### src/rtl/usb4_tx_pkg.sv
// Shared USB4 transmit-path definitions.
//   d_sel_e    : lane data-bus source select. The data bus transmit block decodes
//                the same encoding.
//   tx_state_e : ordered-set sequencer states. The encoding is exported as the
//                debug phase value.
//   DEF_*      : default ordered-set counts per phase and the default phase timeout.
//   state_to_dsel : maps a sequencer state to the bus select it drives.
package usb4_tx_pkg;

    typedef enum logic [3:0] {
        D_SLOS1 = 4'd0,
        D_SLOS2 = 4'd1,
        D_G3TS1 = 4'd2,
        D_G3TS2 = 4'd3,
        D_G4TS1 = 4'd4,
        D_G4TS2 = 4'd5,
        D_G4TS3 = 4'd6,
        D_G4TS4 = 4'd7,
        D_DATA  = 4'd8,
        D_IDLE  = 4'd9
    } d_sel_e;

    typedef enum logic [3:0] {
        StIdle  = 4'd0,
        StSlos1 = 4'd1,
        StSlos2 = 4'd2,
        StG3Ts1 = 4'd3,
        StG3Ts2 = 4'd4,
        StG4Ts1 = 4'd5,
        StG4Ts2 = 4'd6,
        StG4Ts3 = 4'd7,
        StG4Ts4 = 4'd8,
        StCl0   = 4'd9
    } tx_state_e;

    localparam int unsigned DEF_SLOS1_CNT   = 2;
    localparam int unsigned DEF_SLOS2_CNT   = 2;
    localparam int unsigned DEF_G3_TS1_CNT  = 16;
    localparam int unsigned DEF_G3_TS2_CNT  = 16;
    localparam int unsigned DEF_G4_TS_CNT   = 16;
    localparam int unsigned DEF_TIMEOUT_CYC = 65535;

    function automatic int unsigned max_u(input int unsigned a, input int unsigned b);
        return (a > b) ? a : b;
    endfunction

    function automatic d_sel_e state_to_dsel(input tx_state_e s);
        case (s)
            StSlos1: return D_SLOS1;
            StSlos2: return D_SLOS2;
            StG3Ts1: return D_G3TS1;
            StG3Ts2: return D_G3TS2;
            StG4Ts1: return D_G4TS1;
            StG4Ts2: return D_G4TS2;
            StG4Ts3: return D_G4TS3;
            StG4Ts4: return D_G4TS4;
            StCl0:   return D_DATA;
            default: return D_IDLE;
        endcase
    endfunction

endpackage

### src/rtl/tx_phase_counter.sv
// Per-phase ordered-set and cycle counter for the ordered-set sequencer.
// Ports:
//   clk, rst        : clock, asynchronous active-low reset
//   i_clr           : phase entry; clears both counters and arms the stale-pulse discard
//   i_active        : high while in a training phase; counters advance only then
//   i_os_sent       : one pulse per ordered set completed by the transmit bus
//   i_target        : ordered-set count required by the current phase
//   o_cnt_done      : count is met, including a qualifying pulse in this cycle
//   o_timeout       : last cycle of the phase budget
module tx_phase_counter #(
    parameter int unsigned OS_W        = 5,
    parameter int unsigned CYC_W       = 16,
    parameter int unsigned TIMEOUT_CYC = 65535
) (
    input  logic            clk,
    input  logic            rst,
    input  logic            i_clr,
    input  logic            i_active,
    input  logic            i_os_sent,
    input  logic [OS_W-1:0] i_target,
    output logic            o_cnt_done,
    output logic            o_timeout
);

    logic [OS_W-1:0]  r_os_cnt;
    logic [CYC_W-1:0] r_cyc_cnt;
    logic             r_first;
    logic             w_valid;
    logic             w_at_target;

    // The transmit bus registers os_sent, so the pulse seen in the first cycle
    // of a phase still belongs to the previous phase.
    assign w_valid     = i_active & i_os_sent & ~r_first;
    assign w_at_target = (r_os_cnt == i_target);

    // Look ahead by one pulse so the exit lands on the edge that samples the final set.
    assign o_cnt_done = w_at_target | (w_valid & (r_os_cnt == (i_target - OS_W'(1))));
    assign o_timeout  = i_active & (r_cyc_cnt == CYC_W'(TIMEOUT_CYC - 1));

    always_ff @(posedge clk or negedge rst) begin
        if (!rst) begin
            r_os_cnt  <= '0;
            r_cyc_cnt <= '0;
            r_first   <= 1'b0;
        end else if (i_clr) begin
            r_os_cnt  <= '0;
            r_cyc_cnt <= '0;
            r_first   <= 1'b1;
        end else if (i_active) begin
            r_first <= 1'b0;
            if (w_valid && !w_at_target) begin
                r_os_cnt <= r_os_cnt + OS_W'(1);
            end
            if (!o_timeout) begin
                r_cyc_cnt <= r_cyc_cnt + CYC_W'(1);
            end
        end
    end

endmodule

### src/rtl/tx_os_sequencer.sv
// Ordered-set sequencer feeding the lane transmit data bus. Walks the Gen3
// (SLOS1, SLOS2, TS1, TS2) or Gen4 (TS1..TS4) training sequence, then hands the
// lanes to transport data (CL0). An abort or a phase timeout parks the lanes idle.
// Build option: TX_OS_SEQ_SKIP_SLOS_EN sends a Gen3 start straight to G3TS1,
// skipping both SLOS phases (fast link-up simulation).
// Ports:
//   clk, rst          : clock, asynchronous active-low reset
//   i_start           : single-cycle pulse, begins training from idle
//   i_gen4            : speed select sampled with an accepted start (1 = Gen4)
//   i_abort           : return to idle
//   i_rx_partner_ok   : partner's matching set seen; qualifies TS phase exits
//   i_os_sent         : one pulse per ordered set completed by the transmit bus
//   o_d_sel           : data bus select (d_sel_e encoding)
//   o_cl0_active      : high while the bus carries transport data
//   o_training_fail   : one-cycle pulse on phase timeout
//   o_phase           : current state encoding, for debug
module tx_os_sequencer
    import usb4_tx_pkg::*;
#(
    parameter int unsigned SLOS1_CNT   = DEF_SLOS1_CNT,
    parameter int unsigned SLOS2_CNT   = DEF_SLOS2_CNT,
    parameter int unsigned G3_TS1_CNT  = DEF_G3_TS1_CNT,
    parameter int unsigned G3_TS2_CNT  = DEF_G3_TS2_CNT,
    parameter int unsigned G4_TS_CNT   = DEF_G4_TS_CNT,
    parameter int unsigned TIMEOUT_CYC = DEF_TIMEOUT_CYC
) (
    input  logic       clk,
    input  logic       rst,
    input  logic       i_start,
    input  logic       i_gen4,
    input  logic       i_abort,
    input  logic       i_rx_partner_ok,
    input  logic       i_os_sent,
    output logic [3:0] o_d_sel,
    output logic       o_cl0_active,
    output logic       o_training_fail,
    output logic [3:0] o_phase
);

    localparam int unsigned MAX_CNT = max_u(max_u(max_u(SLOS1_CNT, SLOS2_CNT),
                                                  max_u(G3_TS1_CNT, G3_TS2_CNT)), G4_TS_CNT);
    localparam int unsigned OS_W    = $clog2(MAX_CNT + 1);
    localparam int unsigned CYC_W   = $clog2(TIMEOUT_CYC + 1);

`ifdef TX_OS_SEQ_SKIP_SLOS_EN
    localparam tx_state_e G3_ENTRY = StG3Ts1;
`else
    localparam tx_state_e G3_ENTRY = StSlos1;
`endif

    tx_state_e       r_state;
    tx_state_e       w_state_d;
    tx_state_e       w_next;
    d_sel_e          r_d_sel;
    logic            r_cl0;
    logic            r_fail;
    logic            w_fail;
    logic            w_train;
    logic            w_need_rx;
    logic            w_exit;
    logic            w_clr;
    logic            w_cnt_done;
    logic            w_timeout;
    logic [OS_W-1:0] w_target;

    // Per-phase count, rx qualification and successor. The speed chosen at start is
    // carried by the path itself (Gen3 and Gen4 phases are distinct states).
    always_comb begin
        w_target  = '0;
        w_need_rx = 1'b1;
        w_train   = 1'b1;
        w_next    = StCl0;
        case (r_state)
            StSlos1: begin
                w_target  = OS_W'(SLOS1_CNT);
                w_need_rx = 1'b0;
                w_next    = StSlos2;
            end
            StSlos2: begin
                w_target  = OS_W'(SLOS2_CNT);
                w_need_rx = 1'b0;
                w_next    = StG3Ts1;
            end
            StG3Ts1: begin
                w_target = OS_W'(G3_TS1_CNT);
                w_next   = StG3Ts2;
            end
            StG3Ts2: begin
                w_target = OS_W'(G3_TS2_CNT);
                w_next   = StCl0;
            end
            StG4Ts1: begin
                w_target = OS_W'(G4_TS_CNT);
                w_next   = StG4Ts2;
            end
            StG4Ts2: begin
                w_target = OS_W'(G4_TS_CNT);
                w_next   = StG4Ts3;
            end
            StG4Ts3: begin
                w_target = OS_W'(G4_TS_CNT);
                w_next   = StG4Ts4;
            end
            StG4Ts4: begin
                w_target = OS_W'(G4_TS_CNT);
                w_next   = StCl0;
            end
            default: begin
                w_train = 1'b0;
                w_next  = StIdle;
            end
        endcase
    end

    assign w_exit = w_train & w_cnt_done & (i_rx_partner_ok | ~w_need_rx);

    // Priority: abort > exit > timeout. CL0 holds until abort.
    always_comb begin
        w_state_d = r_state;
        w_fail    = 1'b0;
        if (i_abort) begin
            w_state_d = StIdle;
        end else if (r_state == StIdle) begin
            if (i_start) begin
                w_state_d = i_gen4 ? StG4Ts1 : G3_ENTRY;
            end
        end else if (w_train) begin
            if (w_exit) begin
                w_state_d = w_next;
            end else if (w_timeout) begin
                w_state_d = StIdle;
                w_fail    = 1'b1;
            end
        end
    end

    assign w_clr = (w_state_d != r_state);

    always_ff @(posedge clk or negedge rst) begin
        if (!rst) begin
            r_state <= StIdle;
            r_d_sel <= D_IDLE;
            r_cl0   <= 1'b0;
            r_fail  <= 1'b0;
        end else begin
            r_state <= w_state_d;
            r_d_sel <= state_to_dsel(w_state_d);
            r_cl0   <= (w_state_d == StCl0);
            r_fail  <= w_fail;
        end
    end

    tx_phase_counter #(
        .OS_W        (OS_W),
        .CYC_W       (CYC_W),
        .TIMEOUT_CYC (TIMEOUT_CYC)
    ) u_phase_counter (
        .clk        (clk),
        .rst        (rst),
        .i_clr      (w_clr),
        .i_active   (w_train),
        .i_os_sent  (i_os_sent),
        .i_target   (w_target),
        .o_cnt_done (w_cnt_done),
        .o_timeout  (w_timeout)
    );

    assign o_d_sel         = r_d_sel;
    assign o_cl0_active    = r_cl0;
    assign o_training_fail = r_fail;
    assign o_phase         = r_state;

endmodule

### config.mk
export PLATFORM = sky130hd
export DESIGN_NAME = tx_os_sequencer
export DESIGN_NICKNAME = d
export VERILOG_FILES = /design/src/rtl/usb4_tx_pkg.sv /design/src/rtl/tx_phase_counter.sv /design/src/rtl/tx_os_sequencer.sv
export SDC_FILE = /design/constraint.sdc
export NUM_CORES = 1
export LEC_CHECK = 0
export ABC_AREA = 0
export CAP_MARGIN = 20
export CORE_ASPECT_RATIO = 1.75
export CORE_MARGIN = 2
export CORE_UTILIZATION = 30
export CTS_CLUSTER_DIAMETER = 80
export DETAILED_ROUTE_END_ITERATION = 7
export PLACE_DENSITY = 0.44
export SETUP_SLACK_MARGIN = 0.1
export SYNTH_ARGS = -nofsm -noshare
export SYNTH_HDL_FRONTEND = slang
export SYNTH_SLANG_ARGS = --single-unit
### constraint.sdc
create_clock -name clk -period 5.65 [get_ports clk]
set_clock_uncertainty 0.15 [all_clocks]
set_input_delay 0.8475 -clock clk [delete_from_list [all_inputs] [get_ports clk]]
set_output_delay 0.8475 -clock clk [all_outputs]
set_load 0.01 [all_outputs]
==> impl_metrics.ini, run 1 <==
[clocking]
clock_sinks = 32
cts_root_buf = clkbuf_16
cts_buffers = 5
cts_resized = 0
post-cts-setup-buffers = 0
cts.path.max_buffers = 2
clk_latency_ns = 0.28
ctsHoldBuffers = 0
cts_tree = built
h-tree-depth = 2
clkTransAtPathRegs_ns = 0.05

[sta]
setup_violations = 0
timing.final.crit_share_pct = 77.2
slew_viol_final = 0
fin_crit_ns = 4.36
rsz0062_at_grt = false
slew_headroom_pct = 38.3
setup_ws_ns = 1.29
max_slew.worst_pin.slew_ns = 0.916
setup_tns_ns = 0
finalHoldViolations = 0
fmax_mhz = 229

[floorplanning]
start_util_pct = 30.8
die_area_um2 = 7710
ios = 17
placementRows = 40
die_w_um = 67.2
die-height_um = 115
fp.coreArea_um2 = 6810

[route]
vias = 1664
route.detailed.drc = 0
ant_nets = 0
vias_per_cell = 5.12
drt_iter0_markers = 48
routedWlPerCell_um = 16.0
drtPass1Iterations = 4
totalWireLength_um = 5200

[global_route]
grt_usage_pct = 15.3
grt_max_degree = 33
grt_pass1_vias = 1732
grt_antenna_before_repair = 0
grt_overflow_total = 0
grt_pass1_wl_um = 8640

[min_path]
min_path_cells = 1
hold_end = u_phase_counter.r_first$_DFFE_PN0P_
min-delay-start = u_phase_counter.r_first$_DFFE_PN0P_
hp-class = flop to flop

[pwr]
ir_drop_v = 0.000191
powerDensity_nw_per_um2 = 439
power_leakage_nw = 1.02

[setup_path]
r2r_setup_slack_ns = 1.29
crit_path_end_kind = flop
r2r_start = o_phase[3]$_DFF_PN0_
cp-startpoint = o_phase[3]$_DFF_PN0_
r2r-end = o_d_sel[1]$_DFF_PN0_
setup.worst_path.class = flop to flop
critPathRequiredTime_ns = 5.68
crit_path_frequent_cell = ha_1
path_max_fanout = 21
crit_slowest_cell = dfrtp_1
worstPathCellList = or4b_4 > o21a_1 > ha_1 > or2_2 > o22ai_2 > xnor2_1 > nand4_1 > buf_4 > and2_1 > o31ai_1 > nand2_1 > ha_1 > o32a_1 > nor4_1
start_kind = flop
slowest_delay_ns = 0.71
ff2ff_path_depth = 14
worstPathArrival_ns = 4.39

[yosys]
netlist_instances = 227
yosys_register_bits = 32
yosysMostFrequentCell = nor2_1
synth_edf_count = 0
yosys-top-cells-count = nor2_1, dfrtp_1, xor2_1
synth-main-ff-cell = dfrtp_1
async_flop_share_pct = 100
yosysTopAreaCell = dfrtp_1
yosysTopAreaCellShare_pct = 35.8
synth_nets = 242
yosysWarningCount = 0
ys_seq_area_share_pct = 38.3
synthTopCellsByArea = dfrtp_1, xor2_1, nor2_1, xnor2_1, ha_1
netlist_area_um2 = 2100
synth.avg_cell_area_um2 = 9.24
synth_cell_type_count = 58

[run_status]
status = completed

[placement]
finalWeightedCongestion = 0.788
dp_hpwl_um = 3910
io_buffers = 16
place_ws_ns = 1.28

[run]
maxCapViolations = 0

[final_layout]
syn_to_final_growth_pct = 17.4
fillers = 762
diodes = 0
fin_nets = 255
drive_gt1_share_pct = 9.54
[cell families (layout without fill, tap and decap cells)]
group / count (synthesis) / after routing / share of synthesized area [%]
simple gates: 100 / 100 / 25.9
compound gates: 35 / 35 / 12.7
flops: 32 / 32 / 38.3
xor+xnor: 27 / 27 / 11.3
buf+inv: 21 / 35 / 4.83
fa+ha+maj: 8 / 8 / 4.77
mux: 4 / 4 / 2.21
[power breakdown]
group / internal [mW] / leakage [nW] / switching (mW)
logic: 0.203 / 0.510 / 0.286
clock network: 0.173 / 0.0766 / 0.101
registers: 0.269 / 0.432 / 0.0495
total: 0.646 / 1.02 / 0.436
[final cells by class]
type,instances,area [µm²],share of cell area (%)
Sequential cell,32,803,32.6
Clock buffer,6,139,5.64
Clock inverter,2,10.0,0.406
Inverter,8,30.0,1.22
Timing Repair Buffer,19,183,7.41
Tap cell,84,105,4.27
Multi-Input combinational cell,174,1190,48.5
[layer usage]
layer	wire length, µm	up-vias	track usage, %	part of all wire [%]
li1	-	825	-	-
met4	107	0	6.53	2.1
met5	0	-	0	0
met3	148	8	3.54	2.8
met1	1950	811	15.0	37
met2	3000	20	29.1	58
[state kept, by name (all words and copies together), names as in the netlist]
signal,count
u_phase_counter.r_first,1
u_phase_counter.r_cyc_cnt,16
u_phase_counter.r_os_cnt,5
o_training_fail,1
o_cl0_active,1
o_phase,4
o_d_sel,4
[critical path: cells and delay by family, from the launching register on]
kind / cells / cell delay, ns
AND/OR/NAND/NOR: 6 / 1.63
AO/OA/AOI/OAI: 4 / 0.87
flip-flops: 1 / 0.71
adder cells (fa/ha/maj): 2 / 0.52
buffers and inverters: 1 / 0.20
XOR/XNOR: 1 / 0.16
[through the flow]
stage | cells | util (%) | hold slack, ns | power [mW] | cell area, µm²
finish | 325 | 36.2 | 0.348 | 1.08 | 2460
global placement | 317 | 34.0 | 0.314 | 0.821 | 2310
detailed placement | 317 | 34.0 | 0.322 | 0.815 | 2310
global route | 325 | 36.2 | 0.382 | 1.16 | 2460
CTS | 325 | 36.2 | 0.346 | 1.10 | 2460
floorplan | 227 | - | 0.300 | 0.672 | 2100
[cells in the final DEF, fill, tap and decap left out, types with 2 or more instances in the layout]
cell type        synthesis  final
dfstp_2                  2      2
nor3b_1                  2      2
clkbuf_16                0      5
inv_1                    8      8
ha_1                     8      8
xor2_1                  14     14
nor2_1                  31     31
o21bai_1                 3      3
nand4_1                  7      7
buf_4                    2      3
a31oi_1                  2      2
a211oi_1                 2      2
nor2b_1                  4      4
nor4_1                   5      5
clkinv_2                 0      2
mux2i_1                  2      2
clkdlybuf4s50_1          0     16
dfrtp_1                 30     30
nand2_1                 12     12
a21oi_1                  5      5
nor3_1                   6      6
and2_1                   3      3
nand3_1                 10     10
xnor2_1                 13     13
o21ai_0                  6      6
and3_1                   7      7
[worst max path at each step]
stage                            to  slack (ns)
6_report       o_d_sel[1]$_DFF_PN0_        1.29
5_1_grt        o_d_sel[1]$_DFF_PN0_        0.96
4_1_cts        o_d_sel[1]$_DFF_PN0_        1.25
3_5_place_dp   o_d_sel[1]$_DFF_PN0_        1.28
3_3_place_gp   o_d_sel[1]$_DFF_PN0_        1.35
2_1_floorplan  o_d_sel[1]$_DFF_PN0_        1.86
Power figures use the tool's default switching activity.
==> inputs of run 2 (changes only) <==
Clock period 5.65 ns to 4.2 ns, I/O delays scaled along.
==> impl_metrics.ini, run 2 (synthesis results as in run 1) <==
[setup_path]
critPathRequiredTime_ns = 4.21
path_max_fanout = 11
start_kind = flop
crit_slowest_cell = or4b_4
slowest_delay_ns = 0.57
path_delay_family = simple AND/OR/NAND/NOR gates
worstPathCellList = or4b_4 > o21a_1 > ha_1 > or2_2 > o22ai_2 > xnor2_1 > nand4_1 > buf_4 > a22oi_1 > a311o_1 > inv_1 > ha_1 > mux2_2 > nor4_2 > nor4_2
crit_path_end_kind = flop
worstPathArrival_ns = 3.82
setup.worst_path.class = flop to flop
critPathBufInv = 2

[pwr]
power_leakage_nw = 1.09
powerDensity_nw_per_um2 = 613
ir_drop_v = 0.000260
total_power_mw = 1.59

[route]
drtPass1Iterations = 4
totalWireLength_um = 5280
wl_met2_um = 2940
drt_iter0_markers = 69
top_layer_used = met4
vias_per_cell = 5.12
ant_nets = 0
wl_met3_um = 120
routedWlPerCell_um = 15.8
drt-met1-wl_um = 2120
route.detailed.drc = 0
vias = 1710

[final_layout]
final_cell_mix = nor2_1, dfrtp_1, clkdlybuf4s50_1
largest_register = u_phase_counter.r_cyc_cnt
largestRegisters = u_phase_counter.r_cyc_cnt: 16 flops, u_phase_counter.r_os_cnt: 5 flops
syn_to_final_growth_pct = 23.4
layout_commonest_cell = nor2_1
largest_register_ff_count = 16
diodes = 0
drive_gt1_share_pct = 14.8
fin_nets = 264

[floorplanning]
placementRows = 40
start_util_pct = 30.8
die_w_um = 67.2
fp.coreArea_um2 = 6810
die_area_um2 = 7710
die-height_um = 115
ios = 17

[sta]
fmax_mhz = 262
setup_violations = 0
worst_hold_slack_ns = 0.326
slew_headroom_pct = 47.7
timing.final.crit_share_pct = 90.8
setup_tns_ns = 0
max_slew.worst_pin.slew_ns = 0.775
rsz0062_at_grt = false
fin_crit_ns = 3.81
slew_viol_final = 0
finalHoldViolations = 0

[global_route]
grt_usage_pct = 15.9
grt_pass1_wl_um = 9030
grt_max_degree = 23
grt_antenna_before_repair = 0
grt_pass1_vias = 1721
grt_overflow_total = 0

[clocking]
h-tree-depth = 2
cts.path.max_buffers = 2
cts_tree = built
clkTransAtPathRegs_ns = 0.05
cts_buffers = 5
clock_sinks = 32
clk_latency_ns = 0.28
cts_root_buf = clkbuf_16
post-cts-setup-buffers = 0

[placement]
io_buffers = 16
finalWeightedCongestion = 0.821
dp_hpwl_um = 4030

[run_status]
status = completed

[run]
maxCapViolations = 0

[min_path]
hp-class = flop to flop
-- run 2: cell types whose count changed in the layout (fill, tap and decap cells not counted) --
cell	change
and2_4	+1
bufinv_16	+1
or3_4	+1
clkbuf_8	+1
and2_1	-1
nor4_1	-2
buf_4	+9
clkinv_2	-2
o31ai_2	+1
or3_1	-1
nor4_2	+2
o31ai_1	-1
-- run 2: power breakdown --
group / switching (mW) / internal, mW
Clock: 0.134 / 0.312
Sequential: 0.0388 / 0.363
Combinational: 0.426 / 0.314
Total: 0.599 / 0.989
-- run 2: final timing paths --
path / to / cells after the start / slack, ns / from
min in group asynchronous: u_phase_counter.r_cyc_cnt[11]$_DFFE_PN0P_ / 1 / 0.58 / rst
min: u_phase_counter.r_first$_DFFE_PN0P_ / 1 / 0.33 / u_phase_counter.r_first$_DFFE_PN0P_
min reg2reg: u_phase_counter.r_first$_DFFE_PN0P_ / 1 / 0.33 / u_phase_counter.r_first$_DFFE_PN0P_
max in group asynchronous: o_d_sel[0]$_DFF_PN1_ / 2 / 2.64 / rst
max: o_d_sel[1]$_DFF_PN0_ / 15 / 0.39 / o_phase[0]$_DFF_PN0_
max reg2reg: o_d_sel[1]$_DFF_PN0_ / 15 / 0.39 / o_phase[0]$_DFF_PN0_
-- run 2: final cells by class --
type	instances	area (µm²)
repair buffers	28	250
multi-input cells	174	1220
clock inverters	1	30.0
well taps	84	105
inverters	8	30.0
flip-flops and latches	32	803
clock buffers	7	153
fillers	749	4220
-- run 2: what timing repair did --
| item | 4_1_cts | 5_1_grt |
|---|---|---|
| gates resized for setup | 0 | 6 |
| hold buffers | 0 | 0 |
| setup endpoints to repair | 0 | 1 |
-- run 2: worst register-to-register path: stages (launching register included) --
cell	delay [ns]
dfrtp_1	0.41
or4b_4	0.57
o21a_1	0.13
ha_1	0.19
or2_2	0.30
o22ai_2	0.13
xnor2_1	0.15
nand4_1	0.14
buf_4	0.21
a22oi_1	0.22
a311o_1	0.20
inv_1	0.11
ha_1	0.24
mux2_2	0.29
nor4_2	0.19
nor4_2	0.08
-- run 2: per-stage QoR --
step / utilization (%) / cells / instance area, µm² / worst slack (ns)
floorplan: - / 227 / 2100 / 0.411
global placement: 35.0 / 326 / 2380 / 0.388
detailed placement: 35.0 / 326 / 2380 / 0.324
CTS: 37.7 / 334 / 2560 / 0.309
global route: 38.1 / 334 / 2590 / 0.110
finish: 38.1 / 334 / 2590 / 0.386
-- run 2: layer usage --
layer | vias up | track usage [%]
li1 | 846 | -
met2 | 23 | 28.7
met5 | - | 0
met1 | 835 | 17.7
met4 | 0 | 6.53
met3 | 6 | 3.05
==> inputs of run 3 (changes only) <==
Settings changed: REMOVE_ABC_BUFFERS set to 1.
==> impl_metrics.ini, run 3 (synthesis results as in run 1) <==
[run_status]
status = completed

[setup_path]
critPathRequiredTime_ns = 4.22
setup.worst_path.class = flop to flop
crit_path_frequent_cell = ha_1
slowest_delay_ns = 0.58
path_max_fanout = 7
ff2ff_path_depth = 13
crit_slowest_cell = or4b_4
start_kind = flop
r2r-end = o_d_sel[1]$_DFF_PN0_
r2r_setup_slack_ns = 0.29
worstPathCellList = or4b_4 > o21a_1 > ha_1 > or2_2 > o22ai_2 > xnor2_1 > nand4_1 > and2_2 > o31ai_2 > nand2_1 > ha_1 > o32a_1 > nor4_1
r2r_start = o_phase[0]$_DFF_PN0_
crit_path_end_kind = flop
worstPathArrival_ns = 3.93

[sta]
slew_headroom_pct = 55.3
setup_violations = 0
max_slew.worst_pin.slew_ns = 0.662
fmax_mhz = 256
finalHoldViolations = 0
fin_crit_ns = 3.91
rsz0062_at_grt = false
slew_viol_final = 0
setup_tns_ns = 0
timing.final.crit_share_pct = 93.0

[pwr]
ir_drop_v = 0.000239
powerDensity_nw_per_um2 = 603
power_leakage_nw = 1.08

[run]
maxCapViolations = 0

[floorplanning]
die_area_um2 = 7710
die_w_um = 67.2
ios = 17
placementRows = 40
fp.coreArea_um2 = 6810
die-height_um = 115
start_util_pct = 30.8

[global_route]
grt_antenna_before_repair = 0
grt_pass1_vias = 1828
grt_usage_pct = 16.0
grt_max_degree = 33
grt_pass1_wl_um = 9210
grt_overflow_total = 0

[final_layout]
multi_input_area_um2 = 1200
largestRegisters = u_phase_counter.r_cyc_cnt: 16 flops, u_phase_counter.r_os_cnt: 5 flops
diodes = 0
drive_gt1_share_pct = 13.9
instances_no_fill = 336
largest_register = u_phase_counter.r_cyc_cnt
syn_to_final_growth_pct = 22.4
post-route-util_pct = 37.7
largest_register_ff_count = 16
final_cell_mix = nor2_1, dfrtp_1, clkdlybuf4s50_1
fin_nets = 266
layout_commonest_cell = nor2_1
fillers = 747
regArea_um2 = 803

[route]
drtPass1Iterations = 4
ant_nets = 0
routedWlPerCell_um = 16.1
vias = 1699
drt_iter0_markers = 93
route.detailed.drc = 0
totalWireLength_um = 5420
vias_per_cell = 5.06

[clocking]
cts_buffers = 5
cts.path.max_buffers = 2
clk_latency_ns = 0.27
cts_tree = built
clkTransAtPathRegs_ns = 0.06
h-tree-depth = 2
clock_sinks = 32
cts_root_buf = clkbuf_16
ctsHoldBuffers = 0

[placement]
io_buffers = 16
place_inst = 327
finalWeightedCongestion = 0.801
dp_hpwl_um = 4200

[min_path]
hold_end = u_phase_counter.r_first$_DFFE_PN0P_
min-delay-start = u_phase_counter.r_first$_DFFE_PN0P_
hp-class = flop to flop
min_path_cells = 1
-- run 3: changes by cell type in the layout (fill, tap and decap cells not counted), sizes merged --
cell,delta
buf,+2
clkbuf,-1
clkinv,+1
-- run 3: worst max-delay path by stage --
stage                    startpoint  slack (ns)                   end  cells past startpoint
4_1_cts        o_phase[0]$_DFF_PN0_        0.15  o_d_sel[1]$_DFF_PN0_                     13
5_1_grt        o_phase[1]$_DFF_PN0_        0.09  o_d_sel[1]$_DFF_PN0_                     13
6_report       o_phase[0]$_DFF_PN0_        0.29  o_d_sel[1]$_DFF_PN0_                     13
3_3_place_gp        i_rx_partner_ok        0.19  o_d_sel[1]$_DFF_PN0_                     11
2_1_floorplan  o_phase[3]$_DFF_PN0_        0.06  o_d_sel[1]$_DFF_PN0_                     12
3_5_place_dp        i_rx_partner_ok        0.18  o_d_sel[1]$_DFF_PN0_                     11
-- run 3: what timing repair did --
action                                  CTS  global route
buffers inserted                          0             1
resized for setup                         0             2
endpoints found under the setup margin    0             1
-- run 3: metal layers --
| layer | vias to the layer above | track usage [%] | wire length (µm) |
|---|---|---|---|
| li1 | 847 | - | - |
| met4 | 0 | 8.84 | 222 |
| met3 | 12 | 1.77 | 69 |
| met2 | 19 | 30.4 | 3110 |
| met5 | - | 0 | 0 |
| met1 | 821 | 16.2 | 2020 |
-- run 3: final cells by class --
class | count | area share (%)
Multi-Input combinational cell | 174 | 46.7
Timing Repair Buffer | 30 | 10.3
Clock buffer | 6 | 5.02
Tap cell | 84 | 4.09
Sequential cell | 32 | 31.3
Clock inverter | 2 | 1.36
Inverter | 8 | 1.17
-- run 3: power breakdown --
part           total [mW]  switching [mW]  internal, mW
Combinational       0.729           0.424         0.304
Clock               0.412           0.133         0.279
Sequential          0.407          0.0442         0.363
-- run 3: critical path, delay by kind of cell, from the launching register on --
kind | cells | cell delay [ns]
flops | 1 | 0.44
fa+ha+maj | 2 | 0.51
compound gates | 4 | 0.87
xor+xnor | 1 | 0.15
simple gates | 6 | 1.68
-- run 3: through the flow --
stage	power [mW]	hold slack, ns	setup slack, ns	cell area, µm²
2_1_floorplan	0.858	0.184	0.0588	2030
3_3_place_gp	1.14	0.325	0.187	2390
3_5_place_dp	1.14	0.334	0.176	2390
4_1_cts	1.56	0.347	0.150	2550
5_1_grt	1.66	0.383	0.0918	2570
6_report	1.55	0.339	0.293	2570
